$ cat src/rtl/vec_loader_pkg.sv
// Shared types and constants for the boot-time exception vector table loader.
package vec_loader_pkg;

  typedef enum logic [2:0] {
    IDLE,
    HDR,
    LOAD,
    CSUM,
    DONE,
    ERR
  } state_t;

  typedef enum logic [1:0] {
    ERR_NONE = 2'd0,
    ERR_HDR  = 2'd1,
    ERR_CSUM = 2'd2,
    ERR_TMO  = 2'd3
  } err_t;

  localparam int unsigned NUM_VEC       = 20;
  localparam int unsigned PAYLOAD_BYTES = 80;
  localparam int unsigned WORD_W        = $clog2(NUM_VEC);

  localparam int unsigned VEC_SP    = 0;
  localparam int unsigned VEC_RESET = 1;
  localparam int unsigned VEC_NMI   = 2;
  localparam int unsigned VEC_FAULT = 3;
  localparam int unsigned VEC_IRQ0  = 4;

endpackage

$ cat src/rtl/vec_byte_assembler.sv
// Assembles the little-endian payload byte stream into 20 vector words and
// keeps the running payload checksum.
module vec_byte_assembler
  import vec_loader_pkg::*;
(
  input  logic                           clk,
  input  logic                           rst,
  input  logic                           clear,
  input  logic                           load_en,
  input  logic [7:0]                     data,
  output logic [NUM_VEC-1:0][31:0]       vec,
  output logic [7:0]                     csum_acc,
  output logic                           last_byte
);

  logic [1:0]                byte_cnt;
  logic [WORD_W-1:0]         word_cnt;
  logic [NUM_VEC-1:0][3:0]   lane_we;

  always_comb begin
    lane_we = '0;
    if (load_en) begin
      lane_we[word_cnt][byte_cnt] = 1'b1;
    end
  end

  assign last_byte = (word_cnt == WORD_W'(NUM_VEC - 1)) && (byte_cnt == 2'd3);

  always_ff @(posedge clk) begin
    if (rst || clear) begin
      vec      <= '0;
      byte_cnt <= '0;
      word_cnt <= '0;
      csum_acc <= '0;
    end else if (load_en) begin
      csum_acc <= csum_acc + data;
      byte_cnt <= byte_cnt + 2'd1;
      if (byte_cnt == 2'd3) begin
        word_cnt <= word_cnt + WORD_W'(1);
      end
      for (int unsigned w = 0; w < NUM_VEC; w++) begin
        for (int unsigned b = 0; b < 4; b++) begin
          if (lane_we[w][b]) begin
            vec[w][8*b +: 8] <= data;
          end
        end
      end
    end
  end

endmodule

$ cat src/rtl/vec_table_loader.sv
// Boot-time exception vector table loader: receives a checksummed byte frame,
// commits the 20-word table and releases the CPU reset only on a good frame.
module vec_table_loader
  import vec_loader_pkg::*;
#(
  parameter logic [7:0]  HDR_BYTE    = 8'hA5,
  parameter int unsigned TIMEOUT_CYC = 1024
) (
  input  logic        hclk,
  input  logic        hreset,
  input  logic        start,
  input  logic        s_valid,
  input  logic [7:0]  s_data,
  output logic        s_ready,
  output logic        vec_valid,
  output logic        cpu_rst_hold,
  output logic        load_err,
  output logic [1:0]  err_code,
  output logic [31:0] sp_addr,
  output logic [31:0] reset_addr,
  output logic [31:0] nmi_addr,
  output logic [31:0] fault_addr,
  output logic [31:0] irq0_addr,
  output logic [31:0] irq1_addr,
  output logic [31:0] irq2_addr,
  output logic [31:0] irq3_addr,
  output logic [31:0] irq4_addr,
  output logic [31:0] irq5_addr,
  output logic [31:0] irq6_addr,
  output logic [31:0] irq7_addr,
  output logic [31:0] irq8_addr,
  output logic [31:0] irq9_addr,
  output logic [31:0] irq10_addr,
  output logic [31:0] irq11_addr,
  output logic [31:0] irq12_addr,
  output logic [31:0] irq13_addr,
  output logic [31:0] irq14_addr,
  output logic [31:0] irq15_addr
);

  localparam int unsigned     TMO_W   = $clog2(TIMEOUT_CYC);
  // Firing one count early makes ERR land TIMEOUT_CYC-1 cycles after the last byte.
  localparam logic [TMO_W-1:0] TMO_HIT = TMO_W'(TIMEOUT_CYC - 2);

  state_t                    state, next_state;
  err_t                      err_q, err_next;
  logic [TMO_W-1:0]          tmo_cnt;
  logic                      accept, in_frame, tmo_hit, enter_hdr, load_en, last_byte;
  logic [7:0]                csum_acc, csum_sum;
  logic [NUM_VEC-1:0][31:0]  vec_regs, vec_out;

  assign in_frame  = (state == HDR) || (state == LOAD) || (state == CSUM);
  assign s_ready   = in_frame;
  assign accept    = s_valid && s_ready;
  assign tmo_hit   = (tmo_cnt == TMO_HIT);
  assign csum_sum  = csum_acc + s_data;
  assign load_en   = accept && (state == LOAD);
  assign enter_hdr = (next_state == HDR) && (state != HDR);

  vec_byte_assembler u_asm (
    .clk       (hclk),
    .rst       (hreset),
    .clear     (enter_hdr),
    .load_en   (load_en),
    .data      (s_data),
    .vec       (vec_regs),
    .csum_acc  (csum_acc),
    .last_byte (last_byte)
  );

  always_comb begin
    next_state = state;
    err_next   = err_q;
    unique case (state)
      IDLE: begin
        if (start) next_state = HDR;
      end
      HDR: begin
        if (accept) begin
          if (s_data == HDR_BYTE) begin
            next_state = LOAD;
          end else begin
            next_state = ERR;
            err_next   = ERR_HDR;
          end
        end else if (tmo_hit) begin
          next_state = ERR;
          err_next   = ERR_TMO;
        end
      end
      LOAD: begin
        if (accept) begin
          if (last_byte) next_state = CSUM;
        end else if (tmo_hit) begin
          next_state = ERR;
          err_next   = ERR_TMO;
        end
      end
      CSUM: begin
        if (accept) begin
          if (csum_sum == 8'h00) begin
            next_state = DONE;
          end else begin
            next_state = ERR;
            err_next   = ERR_CSUM;
          end
        end else if (tmo_hit) begin
          next_state = ERR;
          err_next   = ERR_TMO;
        end
      end
      DONE, ERR: begin
        if (start) begin
          next_state = HDR;
          err_next   = ERR_NONE;
        end
      end
      default: next_state = IDLE;
    endcase
  end

  always_ff @(posedge hclk) begin
    if (hreset) begin
      state        <= IDLE;
      err_q        <= ERR_NONE;
      vec_valid    <= 1'b0;
      cpu_rst_hold <= 1'b1;
      load_err     <= 1'b0;
    end else begin
      state        <= next_state;
      err_q        <= err_next;
      vec_valid    <= (next_state == DONE);
      cpu_rst_hold <= (next_state != DONE);
      load_err     <= (next_state == ERR);
    end
  end

  always_ff @(posedge hclk) begin
    if (hreset || enter_hdr || accept || !in_frame) begin
      tmo_cnt <= '0;
    end else begin
      tmo_cnt <= tmo_cnt + TMO_W'(1);
    end
  end

  assign err_code = err_q;

  // Downstream must never observe a partially loaded table.
  always_comb begin
    vec_out = '0;
    for (int unsigned i = 0; i < NUM_VEC; i++) begin
      vec_out[i] = vec_regs[i] & {32{vec_valid}};
    end
  end

  assign sp_addr    = vec_out[VEC_SP];
  assign reset_addr = vec_out[VEC_RESET];
  assign nmi_addr   = vec_out[VEC_NMI];
  assign fault_addr = vec_out[VEC_FAULT];
  assign irq0_addr  = vec_out[VEC_IRQ0 + 0];
  assign irq1_addr  = vec_out[VEC_IRQ0 + 1];
  assign irq2_addr  = vec_out[VEC_IRQ0 + 2];
  assign irq3_addr  = vec_out[VEC_IRQ0 + 3];
  assign irq4_addr  = vec_out[VEC_IRQ0 + 4];
  assign irq5_addr  = vec_out[VEC_IRQ0 + 5];
  assign irq6_addr  = vec_out[VEC_IRQ0 + 6];
  assign irq7_addr  = vec_out[VEC_IRQ0 + 7];
  assign irq8_addr  = vec_out[VEC_IRQ0 + 8];
  assign irq9_addr  = vec_out[VEC_IRQ0 + 9];
  assign irq10_addr = vec_out[VEC_IRQ0 + 10];
  assign irq11_addr = vec_out[VEC_IRQ0 + 11];
  assign irq12_addr = vec_out[VEC_IRQ0 + 12];
  assign irq13_addr = vec_out[VEC_IRQ0 + 13];
  assign irq14_addr = vec_out[VEC_IRQ0 + 14];
  assign irq15_addr = vec_out[VEC_IRQ0 + 15];

endmodule

$ cat config.mk
export PLATFORM = sky130hd
export DESIGN_NAME = vec_table_loader
export DESIGN_NICKNAME = d
export VERILOG_FILES = /design/src/rtl/vec_loader_pkg.sv /design/src/rtl/vec_byte_assembler.sv /design/src/rtl/vec_table_loader.sv
export SDC_FILE = /design/constraint.sdc
export NUM_CORES = 2
export LEC_CHECK = 0
export ABC_CLOCK_PERIOD_IN_PS = 5000
export BUFFER_PORTS_ARGS = -buffer_cell sky130_fd_sc_hd__buf_2
export CORE_AREA = 10 10 245 247
export CTS_BUF_LIST = sky130_fd_sc_hd__clkbuf_8
export CTS_CLUSTER_SIZE = 8
export DETAILED_ROUTE_END_ITERATION = 10
export DIE_AREA = 0 0 255 257
export GPL_TIMING_DRIVEN = 0
export PLACE_DENSITY = 0.76
export REMOVE_ABC_BUFFERS = 1
export SKIP_LAST_GASP = 1
export SLEW_MARGIN = 20
export SYNTH_ARGS = -nofsm -noshare
export SYNTH_HDL_FRONTEND = slang
export SYNTH_SLANG_ARGS = --single-unit
$ cat constraint.sdc
create_clock -name hclk -period 5 [get_ports hclk]
set_input_delay 0.75 -clock hclk [delete_from_list [all_inputs] [get_ports hclk]]
set_output_delay 0.75 -clock hclk [all_outputs]
set_load 0.01 [all_outputs]
# After elaboration in Yosys (flattened, before gate mapping)
# Cells that the tools add are included.
# op_classes
addsub	4
order_cmp	4
n_eq_ne	18
mux	22
bitwise	20
reduce_logical	99
# ops
op	n
32-bit AND	20
2-bit AND reduction	81
80-bit 2-to-1 mux	1
3-bit 2-to-1 mux	7
4-bit demux with 5-bit select	1
2-bit 2-to-1 mux	7
3-bit == test (second input constant)	4
3-bit case mux with 4 select lines	1
10-bit by 1-bit adder with 10-bit output (second input constant)	1
10-bit == test (second input constant)	1
3-bit inequality test (second input constant)	3
8-bit adder	1
8-bit == test (second input constant)	1
8-bit logical NOT	1
2-bit case mux with 4 select lines	1
3-bit by 1-bit == test with 1-bit output (second input constant)	2
3-bit by 2-bit == test with 1-bit output (second input constant)	2
1-bit logical AND	6
5-bit by 6-bit < comparator with 1-bit output (second input constant)	1
5-bit by 1-bit adder with 5-bit output (second input constant)	1
5-bit == test (second input constant)	1
5-bit by 1-bit greater-or-equal comparator with 1-bit output (second input constant)	1
1-bit logical OR	5
5-bit AND reduction	1
other kinds (14)	16
# word_totals
regBits	673
in_bits	12
output_inout_bits	646

# Depth between registers and ports, before layout
# logic_depth
depth_word	11
ltp_mapped	10
depth_no_buf	8

# By module
# A second synthesis with hierarchy kept.
# unflattened
cells_unflattened	3941
hier_area_um2	30153.9
# by_module_without_submodules
module	instances	cells_each	area_each_um2	seq_area_each_um2
vec_byte_assembler	1	3073	24567.3	13112.6
vec_table_loader	1	868	5586.6	360.3

# Worst setup path before layout
# Ideal clock, no wire load.
# synth_timing
kind	input to register
startpoint	input port s_data[0]
endpoint	register load_err
setup_time_ns	0.144
t_arrival_ns	2.782
setup_slack_ns	2.074
stages	8
path_buffers	0
cell_sequence	ha_1 fa_1 a211o_1 a21o_1 a221oi_1 o31ai_1 o41ai_1 a21boi_0
# synth_between
elab_chain_len	6
# synth_rtl
element	line_no	text
from (decl)	vec_table_loader.sv:13	input logic [7:0] s_data,
8-bit adder	vec_table_loader.sv:56	assign csum_sum = csum_acc + s_data;
8-bit logical NOT	vec_table_loader.sv:101	if (csum_sum == 8'h00) begin
1-bit 2-to-1 mux	vec_table_loader.sv:101	
3-bit 2-to-1 mux	vec_table_loader.sv:100	if (accept) begin
3-bit case mux with 4 select lines (*)	vec_table_loader.sv:74	unique case (state)
3-bit == test (*)	vec_table_loader.sv:134	load_err <= (next_state == ERR);
to (signal assigned)	vec_table_loader.sv:134	
to (decl)	vec_table_loader.sv:17	output logic load_err,
# Mark *: on every way between the ends. The rest lies on a longest branch, timed or not.
# A chain may end at the register's enable or synchronous reset.

# Worst setup path in the final report
# layout_timing
startpoint	register u_asm.word_cnt[0]
endpoint	register u_asm.vec[595] in the netlist's numbering
# layout_between
elab_chain_len	8
# layout_rtl
element	line_no	text
from (decl)	vec_byte_assembler.sv:17	logic [WORD_W-1:0] word_cnt;
from (signal assigned)	vec_byte_assembler.sv:39	word_cnt <= word_cnt + WORD_W'(1);
branches (longest 8 deep; another with 5-bit by 6-bit < comparator with 1-bit output)	n/a	
to (signal, indexed assignment)	vec_byte_assembler.sv:44	vec[w][8*b +: 8] <= data;
to (decl)	vec_byte_assembler.sv:11	output logic [NUM_VEC-1:0][31:0] vec,
# Several ways; the timed one is not identified.

==> out/qor.yml <==
status:
  outcome: "finished, final reports clean"
timing:
  report.final.slew_viol_count: 0
  rsz0062_at_grt: "no"
  hold_ws_ns: 0.289
  period_needed_ns: 4.54
  fin_crit_sh_pct: 90.7
  tightest_slew_ns: 0.878
  setup_tns_ns: 0
  slew_headroom_pct: 41.5
  finClkSkew_ns: 0.0269
  hold_violations: 0
  setup_viol: 0
  clock.fmax_mhz: 220
place:
  port_buffers: 657
  dp_hpwl_um: 70900
  place_congestion: 0.818
  dpl_cell_area_mm2: 0.0339
clocking:
  clkSinkCount: 673
  cts_tree: "built"
  max-clock-path-buffers: 3
  clkLatencyLatePin_ns: 0.71
  clk_pin_slew_ns: 0.06
  postCtsSetupRepairBufs: 0
  cts_root_buf: "clkbuf_8"
  hold_buffers: 0
  numCtsBuffers: 109
  htreeDepth: 3
  cts_resized: 0
cells_and_area:
  area_growth_pct: 21.7
  nets: 4425
  fillers: 4754
  final_area_mm2: 0.0360
  drive_above_1_share_pct: 20.7
synthesis:
  synth_edf_count: 0
  yosys_warnings: 0
  synth_cells: 3910
  syn_avg_cell_area_um2: 7.57
  synth_area_mm2: 0.0296
  synth_cell_type_count: 49
  synthTopCellsByArea: "dfxtp_1, and2_1, a21oi_1"
  yosysSeqAreaShare_pct: 45.5
  async_flop_share_pct: 0
  synth_area_leader_cell: "dfxtp_1"
  synth_top_area_share_pct: 45.5
  synth-seq-cells: 673
  synthFlopType: "dfxtp_1"
power_and_ir_drop:
  seq_power_share_pct: 51.1
  powerDensity_mw_per_mm2: 292
  p_sw_share_pct: 24.4
  leakagePower_nw: 14.4
  p_total_w: 0.0105
  power.share.clock_pct: 44.2
  p_switching_w: 0.00256
  pwr-share-comb_pct: 4.7
  ir_worst_vdd_v: 0.000239
  intPower_w: 0.00794
route:
  first_pass_iters: 5
  remaining_drc_errors: 0
  avgRoutedWirePerCell_um: 20.5
  num_vias: 29400
  drt_iter0_drc: 2686
  ant_nets: 0
  routed_wl_um: 106000
  viasPerCell: 5.68
worst_hold_path:
  min_path_type: "input pin to flop"
floorplanning:
  rows: 86
  chipHeight_um: 257
  ios: 658
  die_x_um: 255
  start_util_pct: 54.0
  die_area_mm2: 0.0655
  core_area_mm2: 0.0549
job:
  cap_violations: 0
grt:
  grt_pass1_vias: 27100
  grt_start_max_net_pins: 93
  grt_pass1_wl_um: 161000
  grtUsageTotal_pct: 30.6
  grt_antenna_before_repair: 2
  grt_remaining_overflow: 0
worst_setup_path:
  cp_max_fo: 19
  critPathLaunchType: "flop"
  end_kind: "flop"
  worstPathArrival_ns: 5.13
  worstSetupPathType: "flop to flop"
  critPathRequiredTime_ns: 5.59
state kept, by name (all words and copies together) (netlist names):
register and count:
err_code 2, u_asm.csum_acc 8, u_asm.byte_cnt 2, u_asm.word_cnt 5, tmo_cnt 10, cpu_rst_hold 1
u_asm.vec 640, load_err 1, vec_valid 1, state 3
Yosys cell counts, types with 2 or more instances:
cell type,instances
xnor2_1,6
a31oi_1,4
and4_1,3
nand4_1,6
o21a_1,3
or2_2,2
and2_1,645
nand2_1,736
or3_1,3
and3_1,11
ha_1,17
o211a_1,2
xor2_1,8
buf_4,30
o21ai_0,8
inv_1,12
buf_2,51
o311ai_0,2
nor3_1,8
dfxtp_1,673
clkbuf_1,277
o22ai_1,2
nand3_1,646
nor2_1,35
a21o_1,3
mux2i_1,5
o41ai_1,3
a21boi_0,2
nor2b_1,3
nand2b_1,11
a21oi_1,658
buf_1,17
a211oi_1,2
cell families (layout without fill, tap and decap cells):
| group | Yosys count | after routing | share of synthesized area (%) |
|---|---|---|---|
| buffers and inverters | 387 | 946 | 5.50 |
| xor gates and xnor gates | 14 | 14 | 0.414 |
| other | 0 | 1 | 0 |
| adders and majority gates | 18 | 18 | 0.786 |
| and+or+nand+nor | 2114 | 2114 | 35.5 |
| muxes | 5 | 5 | 0.169 |
| DFF | 673 | 673 | 45.5 |
| AOI/OAI and AO/OA | 699 | 699 | 12.2 |
metrics by stage:
stage               setup slack [ns]  cells  util [%]
floorplan                     -11.11   3535         -
global placement              -20.26   4896      58.7
detailed placement          0.000659   4988      61.8
CTS                            0.430   5173      65.6
global route                   0.213   5174      65.7
finish                         0.463   5174      65.7
layout by cell type, fill, tap and decap left out, types with 4 or more instances in the layout:
cell / count
clkinv_2: 7
a21oi_1: 658
xnor2_1: 6
mux2i_1: 5
inv_1: 50
a31oi_1: 4
and3_2: 8
nor2_1: 28
nor3_1: 4
nand2b_1: 11
nor2_4: 7
and2_4: 4
buf_4: 12
and2_1: 641
buf_8: 22
buf_2: 649
buf_12: 14
nand2_1: 736
ha_1: 17
o21ai_0: 8
clkbuf_8: 134
buf_6: 29
nand3_1: 646
dfxtp_1: 672
nand4_1: 6
buf_16: 23
nor3_2: 4
xor2_1: 8
path summary, 6_finish.rpt:
path | from | endpoint | slack [ns] | depth (start not counted)
setup / recovery | u_asm.word_cnt[0] | u_asm.vec[595] | 0.46 | 15
hold / removal | hreset | state[0] | 0.29 | 2
setup reg to reg | u_asm.word_cnt[0] | u_asm.vec[595] | 0.46 | 15
hold reg to reg | u_asm.vec[508] | u_asm.vec[508] | 0.45 | 2
final cells by class:
| type | count | area, um2 | share of cell area [%] |
|---|---|---|---|
| Multi-Input combinational cell | 2850 | 14600 | 40.6 |
| Sequential cell | 673 | 13500 | 37.4 |
| Timing Repair Buffer | 749 | 4910 | 13.6 |
| Clock buffer | 134 | 1840 | 5.12 |
| Tap cell | 704 | 881 | 2.44 |
| Clock inverter | 51 | 250 | 0.695 |
| Inverter | 12 | 45.0 | 0.125 |
| Antenna cell | 1 | 2.50 | 0.00695 |
power groups by stage:
stage	logic (W)	registers, W	clock network (W)
after floorplan	0.000153	0.00549	0
after global placement	0.000363	0.00549	0
after detailed placement	0.000484	0.00549	0
after CTS	0.000487	0.00537	0.00469
after global routing	0.000519	0.00537	0.00493
final	0.000498	0.00537	0.00464
per-layer routing:
layer	wire length, um	track usage, %	vias to the layer above
li1	-	-	13900
met1	40200	37.5	13800
met2	50100	49.2	1366
met3	10100	6.74	268
met4	5370	17.0	2
met5	14	0	-
critical path, cell delays in order, from the launching register on:
cell	delay (ns)
dfxtp_1	0.42
ha_1	0.27
nor4bb_4	0.79
a21boi_0	0.21
o22ai_1	0.16
a31oi_1	0.15
o31ai_4	0.77
buf_16	0.23
buf_6	0.20
buf_6	0.22
buf_8	0.19
buf_8	0.17
buf_8	0.18
buf_6	0.21
buf_8	0.18
a21oi_1	0.06
Power figures use the tool's default switching activity.
